**src/rtl/circuit6_rom_if.sv**
```systemverilog
// Bus bundle for the 8-entry constant lookup: address in, combinational and
// registered words out.
interface circuit6_rom_if;
  logic [2:0]  a;
  logic [15:0] q;
  logic [15:0] q_r;

  modport master (
    output a,
    input  q,
    input  q_r
  );

  modport slave (
    input  a,
    output q,
    output q_r
  );
endinterface

```
**src/rtl/circuit6_rom.sv**
```systemverilog
// Fixed 8x16 lookup table: q is a zero-latency decode of a, q_r is the same
// word captured on the rising clock edge and cleared asynchronously by rst_n.
module circuit6_rom (
  input  logic            clk,
  input  logic            rst_n,
  circuit6_rom_if.slave   bus
);

  // Unknown addresses fall to the default so q never holds a stale word.
  function automatic logic [15:0] rom_word(input logic [2:0] addr);
    logic [15:0] word;
    case (addr)
      3'd0:    word = 16'h1232;
      3'd1:    word = 16'haee0;
      3'd2:    word = 16'h27d4;
      3'd3:    word = 16'h5a0e;
      3'd4:    word = 16'h2066;
      3'd5:    word = 16'h64ce;
      3'd6:    word = 16'hc526;
      3'd7:    word = 16'h2f19;
      default: word = 16'h0000;
    endcase
    return word;
  endfunction

  logic [15:0] q_d;
  logic [15:0] q_r_q;

  // Combinational decode feeding both the direct output and the register.
  always_comb begin
    q_d = 16'h0000;
    q_d = rom_word(bus.a);
  end

  // Registered copy with asynchronous clear.
  always_ff @(posedge clk or negedge rst_n) begin
    if (!rst_n) begin
      q_r_q <= 16'h0000;
    end else begin
      q_r_q <= q_d;
    end
  end

  assign bus.q   = q_d;
  assign bus.q_r = q_r_q;

endmodule

```
**src/flat_wrapper.sv**
```systemverilog
// flat-port wrapper written by rule: the top's interface ports become plain ports
module circuit6_rom_flat 
  (clk, rst_n, bus_a, bus_q, bus_q_r);
  circuit6_rom_if bus_i ();
  input  logic clk;
  input  logic rst_n;
  input wire logic [$bits(bus_i.a)-1:0] bus_a;
  output wire logic [$bits(bus_i.q)-1:0] bus_q;
  output wire logic [$bits(bus_i.q_r)-1:0] bus_q_r;
  assign bus_i.a = bus_a;
  assign bus_q = bus_i.q;
  assign bus_q_r = bus_i.q_r;
  circuit6_rom u_core (.clk(clk), .rst_n(rst_n), .bus(bus_i));
endmodule
```
**config.mk**
```make
export PLATFORM = sky130hd
export DESIGN_NAME = circuit6_rom_flat
export DESIGN_NICKNAME = d
export VERILOG_FILES = /design/src/rtl/circuit6_rom_if.sv /design/src/rtl/circuit6_rom.sv /design/src/flat_wrapper.sv
export SDC_FILE = /design/constraint.sdc
export NUM_CORES = 1
export LEC_CHECK = 0
export CAP_MARGIN = 10
export CORE_UTILIZATION = 38
export DETAILED_ROUTE_END_ITERATION = 10
export HOLD_SLACK_MARGIN = 0.08
export PLACE_DENSITY_LB_ADDON = 0.08
export SYNTH_ARGS = -nofsm -noshare
export SYNTH_HDL_FRONTEND = slang
export SYNTH_SLANG_ARGS = --single-unit
```
**constraint.sdc**
```tcl
create_clock -name clk -period 2.1 [get_ports clk]
set_input_delay 0.42 -clock clk [delete_from_list [all_inputs] [get_ports clk]]
set_output_delay 0.42 -clock clk [all_outputs]
set_load 0.01 [all_outputs]
```
# ---- Yosys cells after proc, flatten, opt, wreduce, memory -nomap -nowiden
# Memories as Yosys holds them, arrays and structs flattened.
# Cells that the tools add are included.
dict set report classes {
  shifts 0
  n_eq_ne 0
  n_lt_le_gt_ge 0
  bitwise_logic 0
  addsub 0
  reduce_logical 0
  div_mod_pow 0
  muxes 0
  mul 0
}
dict set report word_totals {
  latchBits 0
  regBits 16
  memories 1
  inputBits 5
  mem_bits_ro 128
  mem_bits_rw 0
}
# name words word_bits rd rd_ports_with_merged_regs write_ports line_no
set mem_list {}
lappend mem_list {{(no name shown)} 8 16 1 0 0 circuit6_rom.sv:12} ;# case (addr)

# ---- Logic depth before layout (Yosys ltp)
# An unclocked memory read counts as a cell.
dict set report depth {
  depth_word 1
  depth_mapped 4
  depth_no_buf 4
}

# ---- Worst setup path before layout
# No wires, ideal clock.
dict set report synth_timing {
  path_kind {input-to-output}
  from {input port bus_a[0]}
  to {output port bus_q[1]}
  path_buffers 0
  path_slack_ns 0.569
  t_arrival_ns 1.111
  path_stages 4
  required_ns 1.680
  path_cell_list {inv_1 > ha_1 > nand2b_2 > a21boi_2}
}
dict set report synth_via {
  elab_chain_cells 1
}
# item line_no
set synth_lines {}
lappend synth_lines {{from (decl)} flat_wrapper.sv:7} ;# input wire logic [$bits(bus_i.a)-1:0] bus_a;
lappend synth_lines {{$mem_v2 Z8 W16} -}
lappend synth_lines {{to (decl)} flat_wrapper.sv:8} ;# output wire logic [$bits(bus_i.q)-1:0] bus_q;
# Every way passes these cells.

# ---- Final worst setup path
dict set report layout_timing {
  from {input port bus_a[2]}
  to {output port bus_q[5]}
}
# The elaborated chain is that of the path after synthesis.

==> summary.md <==
| Metric | Value |
|---|---|
| Status | finished clean |
| 1st-pass router iterations | 4 |
| TritonCTS clock tree | done |
| Hold path endpoint | u_core.bus.q_r[12] |
| Worst-Margin Slew | 0.695 ns |
| Post-layout util | 73.5% |
| CTS Hold Bufs | 0 |
| Met1 usage | 20.2% |
| DP Area | 1100 µm² |
| Routed Wire Length | 1370 µm |
| Fin. max-slew vios | 0 |
| Detailed-route DRC error count | 0 |
| Cell taking the most area after synthesis | dfrtp_1 |
| Worst setup path class | in -> out |
| Filler cells | 127 |
| Critical Path AT | 1.64 ns |
| Nets | 112 |
| Final Hold Viols | 0 |
| DIE WIDTH | 42.7 µm |
| Slowest cell delay on critical path | 0.57 ns |
| Mean post-synth cell area | 13.1 µm² |
| Fin Hold WS | 0.488 ns |
| Synth Cell Area | 629 µm² |
| Max FFs per register | 16 |
| Worst Setup Slack, final | 0.0439 ns |
| Synth unique cells | 14 |
| Critical Path RT | 1.68 ns |
| Peak VDD IR | 498 µV |
| CP Launch Type | primary input |
| Clock period minus worst slack | 2.06 ns |
| Fmax | 486 MHz |
| Area delta synth->final | 77.9% |
| Core area | 1520 µm² |
| Post-DP HPWL | 1060 µm |
| Tot GR Track Use | 17.5% |
| Vias/cell | 4.55 |
| Worst path bufs/invs | 3 |
| Initial antenna violation count | 0 |
| Die Span Y | 42.7 µm |
| IO Count | 37 |
| Syn Nets | 59 |
| Worst setup EP type | output pin |
| CTS clock-pin slew for the worst setup and hold paths | 0.09 ns |
| Slew Limit Headroom | 53.6% |
| First-pass GRT wire length | 2300 µm |
| WHS Path Cells | 2 |
| CTS resizes | 37 |
| Largest net degree at the start of global routing | 17 |
| RD Place Congestion | 0.707 |
| Final Cell Area | 1120 µm² |
| Clock sinks | 16 |
| # diodes | 0 |
| Htree depth | 1 |
| Grt met2 use | 29.7% |
| I/O Buffers | 36 |
| Top post-synthesis cells by area | dfrtp_1, ha_1, o21ai_0 |
| CP Cell Sequence | clkdlybuf4s15_2 > buf_4 > mux2i_1 > clkdlybuf4s50_1 |
| FF+latch count, synth | 16 |
| Post-route antenna net violation count | 0 |
| Vias in the first global route | 523 |
| Root Driver | clkbuf_4 |
| Synth top area share | 63.6% |
| Synthesis Warnings | 0 |
| Leak | 0.582 nW |
| Critical path peak fanout | 7 |
| Num CTS Buffers | 3 |
| Setup Viol. Count Final | 0 |
| PwrDens | 654 nW/µm² |
| Initial core utilization | 41.3% |
| RSZ-0062 raised after global routing | false |
| Maxcap violations | 0 |
| Gr ovfl total | 0 |
| Rows | 14 |
| Most frequent cells in the layout | clkdlybuf4s50_1, dfrtp_1, dlygate4sd2_1, buf_4 |
| GRT busiest layer | met2 |
| Post-synthesis sequential area ratio | 63.6% |
| Mapped Cells | 48 |
| Pre-CTS WS | -0.472 ns |
| Die footprint | 1820 µm² |
| Tcrit/Tclk final | 97.9% |
| Wire length per cell | 11.8 µm |
| Worst-case clock buffer depth | 2 |
| Slowest cell on crit path | clkdlybuf4s50_1 |
| Layout cells sized above 1 | 30.0% |
| Largest delay contributor family on the critical path | buffers and inverters |
| Hold WC Path Type | in -> reg |
| DR vias | 528 |
| Setup repair bufs after CTS | 0 |
| Hold Crit Start | bus_a[2] |
| Most common cell after layout, fill and taps aside | clkdlybuf4s50_1 |
| DR iter-0 viols | 10 |
| Met3 GRT Util | 3.83% |
## worst max-delay path by stage
stage / startpoint / to / slack, ns / cells past startpoint
final: bus_a[2] / bus_q[5] / 0.04 / 4
after global routing: bus_a[0] / bus_q[11] / 0.02 / 6
after CTS: bus_a[1] / bus_q[0] / 0.007 / 6
after detailed placement: bus_a[0] / bus_q[1] / -0.47 / 6
after global placement: bus_a[0] / bus_q[1] / -0.45 / 6
after floorplan: bus_a[0] / bus_q[1] / 0.57 / 4
## cells in the mapped netlist
master and n:
dfrtp_1 16, nand2_1 5, nand2b_1 1, mux2_2 2, ha_1 6, or2b_1 1, o21ai_0 6, mux2i_1 1
a21oi_1 1, nor2_1 2, nand2b_2 1, buf_6 1, inv_1 4, a21boi_2 1
## metrics by stage
stage	instances	setup TNS (ns)	total power, mW
2_1_floorplan	48	0	0.408
3_3_place_gp	112	-5.39	0.547
3_5_place_dp	112	-5.60	0.551
4_1_cts	116	0	0.745
5_1_grt	116	0	0.772
6_report	116	0	0.732
## where the power goes
| group | internal, mW | total (mW) | switching, mW |
|---|---|---|---|
| clock | 0.106 | 0.204 | 0.0985 |
| combinational | 0.105 | 0.191 | 0.0853 |
| sequential | 0.332 | 0.338 | 0.00586 |
## final cells by class
class,count,area (µm²),share of cell area (%)
inverter,4,15.0,1.34
clock buffer,4,36.3,3.24
sequential,16,400,35.8
timing repair buffer,49,430,38.4
tap,16,20.0,1.79
multi-input combinational,27,218,19.4
## kinds of logic after synthesis
kind of cell    count (synthesis)  share of synthesized area, %
flops                          16                          63.6
simple gates                   10                          7.76
compound gates                  8                          7.36
fa+ha+maj                       6                          11.9
buf+inv                         5                          4.17
mux                             3                          5.17
## routing by layer
| metal | part of all wire (%) | vias to the layer above |
|---|---|---|
| li1 | - | 262 |
| met1 | 41 | 240 |
| met2 | 51 | 24 |
| met3 | 6.9 | 2 |
| met4 | 0.58 | 0 |
| met5 | 0 | - |
(Power assumes the default switching activity.)
